===== config.mk =====
export PLATFORM = sky130hd
export DESIGN_NAME = if_fetch_unit_flat
export DESIGN_NICKNAME = d
export VERILOG_FILES = /design/src/rtl/if_fetch_unit_if.sv /design/src/rtl/if_fetch_unit.sv /design/src/flat_wrapper.sv
export SDC_FILE = /design/constraint.sdc
export NUM_CORES = 1
export LEC_CHECK = 0
export CAP_MARGIN = 20
export CORE_ASPECT_RATIO = 0.7
export CORE_MARGIN = 5
export CORE_UTILIZATION = 58
export CTS_BUF_LIST = sky130_fd_sc_hd__clkbuf_4
export CTS_CLUSTER_DIAMETER = 60
export DETAILED_ROUTE_END_ITERATION = 12
export GPL_TIMING_DRIVEN = 0
export PLACE_DENSITY = 0.88
export SYNTH_ARGS = -nofsm -noshare
export SYNTH_HDL_FRONTEND = slang
export SYNTH_SLANG_ARGS = --single-unit

===== constraint.sdc =====
create_clock -name i_clk -period 17.4 [get_ports i_clk]
set_input_delay 5.22 -clock i_clk [delete_from_list [all_inputs] [get_ports i_clk]]
set_output_delay 5.22 -clock i_clk [all_outputs]
set_load 0.02 [all_outputs]

===== src/rtl/if_fetch_unit_if.sv =====
// Fetch-stage bus bundle: memory instruction port, ID handshake and EX redirect.
// Signal prefixes are taken from the fetch unit's point of view.
interface if_fetch_unit_if;
  logic [31:0] o_instrAddr;
  logic        o_en_IF;
  logic [31:0] i_instr;
  logic        o_valid;
  logic        i_ready;
  logic [31:0] o_pc;
  logic [31:0] o_instr;
  logic        i_redirect;
  logic [31:0] i_redirectPC;
  logic        o_fault;
  logic [31:0] o_faultPC;

  modport master (
    output o_instrAddr, o_en_IF, o_valid, o_pc, o_instr, o_fault, o_faultPC,
    input  i_instr, i_ready, i_redirect, i_redirectPC
  );

  modport slave (
    input  o_instrAddr, o_en_IF, o_valid, o_pc, o_instr, o_fault, o_faultPC,
    output i_instr, i_ready, i_redirect, i_redirectPC
  );
endinterface


===== src/rtl/if_fetch_unit.sv =====
// Instruction fetch stage: owns the PC, issues word fetches to a memory with a
// one-cycle registered read, buffers returns in a 2-entry FIFO toward decode,
// and handles EX redirects (misaligned targets lock the unit in FAULT).
module if_fetch_unit #(
  parameter logic [31:0] RESET_PC = 32'h0000_0000
) (
  input  logic           i_clk,
  input  logic           i_reset,
  if_fetch_unit_if.master bus
);

  typedef enum logic {RUN = 1'b0, FAULT = 1'b1} state_t;

  state_t      state_q, state_d;
  logic [31:0] pc_q, pc_d;
  logic [31:0] fault_pc_q, fault_pc_d;
  logic [1:0]  count_q, count_d;
  logic [31:0] q_pc_q    [2];
  logic [31:0] q_instr_q [2];
  logic [31:0] q_pc_d    [2];
  logic [31:0] q_instr_d [2];

  // Fetch in flight: issued last cycle, data arrives from memory this cycle.
  logic        vld_p1, vld_p1_d;
  logic [31:0] pc_p1, pc_p1_d;

  logic run, redirect, pop, issue, push, wr_sel;

  // Next-state logic: redirect has priority over pop/push/issue; reset gates issue.
  always_comb begin
    state_d    = state_q;
    pc_d       = pc_q;
    fault_pc_d = fault_pc_q;
    count_d    = count_q;
    q_pc_d     = q_pc_q;
    q_instr_d  = q_instr_q;
    vld_p1_d   = 1'b0;
    pc_p1_d    = pc_p1;
    wr_sel     = 1'b0;

    run         = (state_q == RUN);
    redirect    = run & bus.i_redirect;
    bus.o_valid = run && (count_q != 2'd0) && !bus.i_redirect;
    pop         = bus.o_valid & bus.i_ready;
    push        = run & vld_p1 & ~bus.i_redirect;
    // Credit: queued + in-flight entries, net of this cycle's pop, must leave room.
    issue       = run && !i_reset && !bus.i_redirect &&
                  (({1'b0, count_q} + {2'b00, vld_p1} - {2'b00, pop}) < 3'd2);

    if (redirect) begin
      count_d = 2'd0;
      if (bus.i_redirectPC[1:0] != 2'b00) begin
        state_d    = FAULT;
        fault_pc_d = bus.i_redirectPC;
      end else begin
        pc_d = bus.i_redirectPC;
      end
    end else if (run) begin
      if (pop) begin
        q_pc_d[0]    = q_pc_q[1];
        q_instr_d[0] = q_instr_q[1];
      end
      // Slot 1 is written only when one entry remains after the pop.
      wr_sel = (count_q == 2'd2) || ((count_q == 2'd1) && !pop);
      if (push) begin
        q_pc_d[wr_sel]    = pc_p1;
        q_instr_d[wr_sel] = bus.i_instr;
      end
      count_d = count_q - {1'b0, pop} + {1'b0, push};
      if (issue) begin
        pc_d     = pc_q + 32'd4;
        vld_p1_d = 1'b1;
        pc_p1_d  = pc_q;
      end
    end

    bus.o_en_IF     = issue;
    bus.o_instrAddr = pc_q;
    bus.o_pc        = q_pc_q[0];
    bus.o_instr     = q_instr_q[0];
    bus.o_fault     = (state_q == FAULT);
    bus.o_faultPC   = fault_pc_q;
  end

  // State, PC, queue and in-flight valid registers with synchronous reset.
  always_ff @(posedge i_clk) begin
    if (i_reset) begin
      state_q      <= RUN;
      pc_q         <= RESET_PC;
      fault_pc_q   <= 32'h0;
      count_q      <= 2'd0;
      vld_p1       <= 1'b0;
      q_pc_q[0]    <= RESET_PC;
      q_pc_q[1]    <= RESET_PC;
      q_instr_q[0] <= 32'h0;
      q_instr_q[1] <= 32'h0;
    end else begin
      state_q    <= state_d;
      pc_q       <= pc_d;
      fault_pc_q <= fault_pc_d;
      count_q    <= count_d;
      vld_p1     <= vld_p1_d;
      q_pc_q     <= q_pc_d;
      q_instr_q  <= q_instr_d;
    end
  end

  // In-flight PC is qualified by vld_p1, so it needs no reset.
  always_ff @(posedge i_clk) begin
    pc_p1 <= pc_p1_d;
  end

endmodule


===== src/flat_wrapper.sv =====
// flat-port wrapper written by rule: the top's interface ports become plain ports
module if_fetch_unit_flat 
#(
  parameter logic [31:0] RESET_PC = 32'h0000_0000
)
  (i_clk, i_reset, bus_o_instrAddr, bus_o_en_IF, bus_o_valid, bus_o_pc, bus_o_instr, bus_o_fault, bus_o_faultPC, bus_i_instr, bus_i_ready, bus_i_redirect, bus_i_redirectPC);
  if_fetch_unit_if bus_i ();
  input  logic i_clk;
  input  logic i_reset;
  output wire logic [$bits(bus_i.o_instrAddr)-1:0] bus_o_instrAddr;
  output wire logic [$bits(bus_i.o_en_IF)-1:0] bus_o_en_IF;
  output wire logic [$bits(bus_i.o_valid)-1:0] bus_o_valid;
  output wire logic [$bits(bus_i.o_pc)-1:0] bus_o_pc;
  output wire logic [$bits(bus_i.o_instr)-1:0] bus_o_instr;
  output wire logic [$bits(bus_i.o_fault)-1:0] bus_o_fault;
  output wire logic [$bits(bus_i.o_faultPC)-1:0] bus_o_faultPC;
  input wire logic [$bits(bus_i.i_instr)-1:0] bus_i_instr;
  input wire logic [$bits(bus_i.i_ready)-1:0] bus_i_ready;
  input wire logic [$bits(bus_i.i_redirect)-1:0] bus_i_redirect;
  input wire logic [$bits(bus_i.i_redirectPC)-1:0] bus_i_redirectPC;
  assign bus_o_instrAddr = bus_i.o_instrAddr;
  assign bus_o_en_IF = bus_i.o_en_IF;
  assign bus_o_valid = bus_i.o_valid;
  assign bus_o_pc = bus_i.o_pc;
  assign bus_o_instr = bus_i.o_instr;
  assign bus_o_fault = bus_i.o_fault;
  assign bus_o_faultPC = bus_i.o_faultPC;
  assign bus_i.i_instr = bus_i_instr;
  assign bus_i.i_ready = bus_i_ready;
  assign bus_i.i_redirect = bus_i_redirect;
  assign bus_i.i_redirectPC = bus_i_redirectPC;
  if_fetch_unit #(.RESET_PC(RESET_PC)) u_core (.i_clk(i_clk), .i_reset(i_reset), .bus(bus_i));
endmodule

* Yosys cells after proc, flatten, opt, wreduce, memory -nomap -nowiden
Index checks and enable logic that the tools add are counted.
** Word-level totals
- Register bits :: 228
- Latch bits :: 0
- RAM bits :: 0
- ROM bits :: 0
- Input port bits :: 68
- Output and inout port bits :: 131
- Logic and storage cells :: 68
- Memories :: 0
** Operators by class
- Add/sub/neg operators :: 5
- $mul :: 0
- Div/mod/pow operators :: 0
- Order comparisons :: 3
- Equality and inequality tests :: 4
- Shifts and indexed selects :: 0
- Muxes and demuxes :: 17
- Bitwise operators :: 8
- Reduce and logical (&&, ||, !) cells :: 21
** Operators by type and width (number)
- 2-to-1 mux 32 bit :: 11
- bitwise mux 64 bit :: 2
- 2-to-1 mux 64 bit :: 2
- adder 32 x 3 -> 32 bit, second input constant :: 1
- demux 32 bit (select 1 bit) :: 1
- AND reduction 3 bit :: 3
- logical AND 1 bit :: 7
- nonzero test 2 bit :: 3
- bitwise AND 1 bit :: 4
- inequality test 2 bit, second input constant :: 2
- AND reduction 2 bit :: 2
- adder 2 x 1 -> 3 bit :: 1
- zero test 1 bit :: 3
- less-than comparator 3 x 2 -> 1 bit, second input constant :: 1
- NOT 1 bit :: 3
- OR reduction 3 bit :: 1
- subtractor 3 x 1 -> 3 bit :: 1
- adder 2 x 1 -> 2 bit :: 1
- equality test 2 x 1 -> 1 bit, second input constant :: 1
- equality test 2 bit, second input constant :: 1
- >= comparator 2 bit, second input constant :: 1
- less-than comparator 2 x 1 -> 1 bit, second input constant :: 1
- NOT 1 -> 2 bit :: 1
- OR reduction 2 bit :: 1
- 3 further kinds :: 3

* Logic depth before layout (Yosys ltp)
- Depth after elaboration :: 14
- Mapped depth :: 16
- Mapped depth without buffers :: 12

* Worst setup path after synthesis
Ideal clock, no wire load.
- Path kind :: input -> output
- Start :: in bus_i_redirect
- End :: out bus_o_en_IF
- Arrival time :: 7605 ps
- Required time :: 12180 ps
- Path slack :: 4575 ps
- Stages :: 13
- Buffers on the path :: 3
- Path through :: buf_2 > nor2_2 > nand3_1 > inv_2 > buf_2 > buf_2 > ha_1 > inv_1 > nand2_1 > fa_1 > nor4b_4 > nand2_1 > clkinv_1
** Between the ends
- Cells in the longest elaborated chain, start to end :: 6
- Elaborated cells on any way between the ends :: 7
- Those cells by class :: 1 x add/sub; 1 x order compare; 1 x bitwise; 4 x reduce/logical
** RTL lines
- from (decl) :: line flat_wrapper.sv:19 : input wire logic [$bits(bus_i.i_redirect)-1:0] bus_i_redirect;
- zero test 1 bit * :: line if_fetch_unit.sv:43, if_fetch_unit.sv:47
- logical AND 1 bit :: line if_fetch_unit.sv:43 : bus.o_valid = run && (count_q != 2'd0) && !bus.i_redirect;
- bitwise AND 1 bit :: line if_fetch_unit.sv:44 : pop = bus.o_valid & bus.i_ready;
- subtractor 3 x 1 -> 3 bit :: line if_fetch_unit.sv:48 : (({1'b0, count_q} + {2'b00, vld_p1} - {2'b00, pop}) < 3'd2);
- less-than comparator 3 x 2 -> 1 bit :: line if_fetch_unit.sv:48
- logical AND 1 bit * :: line if_fetch_unit.sv:47 : issue = run && !i_reset && !bus.i_redirect &&
- to (decl) :: line flat_wrapper.sv:11 : output wire logic [$bits(bus_i.o_en_IF)-1:0] bus_o_en_IF;
Mark *: on every way between the ends. The rest lies on a longest branch, timed or not.

* Worst setup path after layout
Same ends and word-level chain as after synthesis.

==> flow_summary.toml <==
[timing]
rsz0062_at_grt = "no"
post-route-min-period_ps = 14470
fin_crit_sh_pct = 83.1
hold_viol_final = 0
setup_viol = 0
fin_tns_setup_ps = 0
finClkSkew_ps = 43.2
hold_ws_ps = 444
slew-limit-headroom_pct = 49.8
timing.fmax_mhz = 69.1
final_max_slew_viol_count = 0
worstMarginPinSlew_ps = 747
fin_ws_ps = 2930

[cts]
cts-root-buf = "clkbuf_4"
htreeDepth = 2
cts_buffer_depth = 3
postCtsSetupBuffers = 0
hold_buffers = 0
ctsResizeCount = 0
numCtsBuffers = 54
clk_latency_ps = 700
cts_tree = "done"
clkSlewWorstSetupHoldPaths_ps = 80
cts_sinks = 228

[global_routing]
grt_pass1_wl_um = 49700
antenna_found_initial = 0
globalRouteOverflowTotal = 0
first_global_vias = 9568
grt_usage_pct = 30.2
grt_max_degree = 23

[synthesis]
ys.flop_type = "dfxtp_1"
synth_edf_count = 32
synth_cell_type_count = 67
ys_ff_latch = 228
seq_area_frac_synth_pct = 48.2
syn_nets = 1276
avgSynthCellArea_um2 = 8.42
postSynth.asyncResetShare_pct = 0
synthesis.area_um2 = 10100
synth_cells = 1203
synth_warnings = 0

[worst_setup_path]
worstPathRequired_ps = 12180
critPathMaxFanout = 10
arrival_ps = 9250
critPathKind = "in -> out"
endpoint_kind = "output pin"
startpoint_type = "primary input"

[routing]
avgViaCountPerCell = 5.85
wirelength_um = 31500
drtAntennaViolNets = 0
drc = 0
routedWlPerCell_um = 18.2
drt_pre_antenna_iters = 6
vias = 10100
first_iter_violations = 1268

[floorplan]
core_area_um2 = 17200
ios = 199
start_util_pct = 59.0
rows = 40
die_h_um = 121
die_w_um = 168
design.die.area_um2 = 20200

[placement]
place_worst_setup_slack_ps = 3100
place_congestion = 0.935
port-buffer-count = 196
place_area_um2 = 12400
dpl.hpwl_um = 23000

[power_and_ir_drop]
power.leakage_nw = 4.55
ir_drop_uv = 51.7
power_density_nw_per_um2 = 87.5

[worst_hold_path]
hold_class = "reg -> reg"

[run_status]
outcome = "complete, no violations"

[final_layout]
area_growth_pct = 29.3
stdcell_area_um2 = 13100
drive_gt1_share_pct = 12.8
diodes = 0
fin_util_pct = 76.3
fin_nets = 1529

[job]
max_cap_violations = 0
[cells in the final DEF (no fill, tap or decap), types with 4 or more instances in the layout]
cell type,instances
or4_1,13
clkdlybuf4s50_1,196
and4_1,5
buf_4,65
nor2_1,54
o211ai_1,41
nand4_1,21
a31oi_1,4
o21ai_0,20
edfxtp_1,32
a21oi_1,137
nand4b_1,24
nand3_1,17
dfxtp_1,196
clkbuf_4,78
clkbuf_1,63
buf_2,31
nor3_1,6
o221ai_1,4
nor4_1,7
ha_1,4
clkinv_1,18
nand2_1,320
and2_1,6
and3_1,8
a21boi_0,10
a311oi_1,42
inv_1,12
[Yosys cell counts, types with 3 or more instances]
library cell / n / area share, %
nand2_1: 320 / 12
dfxtp_1: 196 / 39
a21oi_1: 137 / 6.8
buf_4: 65 / 4.8
clkbuf_1: 63 / 2.3
nor2_1: 54 / 2.0
a311oi_1: 42 / 3.6
o211ai_1: 41 / 3.0
edfxtp_1: 32 / 9.5
buf_2: 31 / 1.5
nand4b_1: 24 / 2.1
nand4_1: 21 / 1.3
o21ai_0: 20 / 0.99
nand3_1: 17 / 0.84
or4_1: 13 / 0.96
inv_1: 12 / 0.44
a21boi_0: 10 / 0.74
and3_1: 8 / 0.49
nor4_1: 7 / 0.43
and2_1: 6 / 0.37
nor3_1: 6 / 0.30
and4_1: 5 / 0.43
a31oi_1: 4 / 0.25
ha_1: 4 / 0.49
o221ai_1: 4 / 0.35
a211oi_1: 3 / 0.22
a22oi_1: 3 / 0.22
nand2b_1: 3 / 0.19
o311ai_0: 3 / 0.26
[critical path, cell delays in order]
cell,delay (ps)
buf_2,180
nor2_2,420
nand3_1,420
inv_2,130
buf_2,270
buf_2,310
ha_1,280
inv_1,80
nand2_1,70
fa_1,510
nor4b_4,240
nand2_1,220
clkinv_1,240
clkdlybuf4s50_1,650
[final cells by class]
class                   count  area, um^2
plain buffers             160         883
clock buffers              78         586
clock inverters            19         105
fillers                  1227        4070
inverters                  15        56.3
multi-input cells         800        4300
flip-flops and latches    228        4880
well taps                 231         289
repair buffers            197        1990
[stage by stage]
| step | cells | total power (W) |
|---|---|---|
| after floorplan | 1203 | 0.000646 |
| after global placement | 1630 | 0.000712 |
| after detailed placement | 1631 | 0.000715 |
| after CTS | 1728 | 0.00114 |
| after global routing | 1728 | 0.00119 |
| final | 1728 | 0.00115 |
[final timing paths]
path,startpoint,endpoint,slack [ps],depth (start not counted)
worst max-delay path,bus_i_redirect,bus_o_en_IF,2930,14
worst min-delay path,flip-flop,u_core.bus.o_instr[27]$_SDFFE_PP0P_,440,2
worst max register to register,u_core.count_q[1]$_SDFFE_PP0N_,u_core.pc_p1[11]$_DFFE_PP_,12370,16
worst min register to register,flip-flop,u_core.bus.o_instr[27]$_SDFFE_PP0P_,440,2
[kinds of logic after synthesis]
logic type	share of synthesized area [%]
multiplexers	0.0989
AND/OR/NAND/NOR	23.4
adder cells (fa/ha/maj)	0.692
flip-flops	48.2
XOR/XNOR	0.260
buffers and inverters	9.28
AO/OA/AOI/OAI	18.0
[routing by layer]
layer | wire [um] | part of all wire, % | global-route usage, % | vias to the layer above
li1 | - | - | - | 4708
met1 | 13000 | 41 | 41.7 | 4624
met2 | 13400 | 42 | 45.1 | 677
met3 | 4230 | 13 | 9.02 | 93
met4 | 965 | 3.1 | 10.6 | 0
met5 | 0 | 0 | 0 | -
[power by group]
group	internal [W]	total, W	switching [W]	leakage [nW]
Combinational	0.0000613	0.000139	0.0000780	2.26
Sequential	0.000552	0.000567	0.0000157	1.89
Clock	0.000221	0.000439	0.000218	0.398
(Power assumes the default switching activity.)
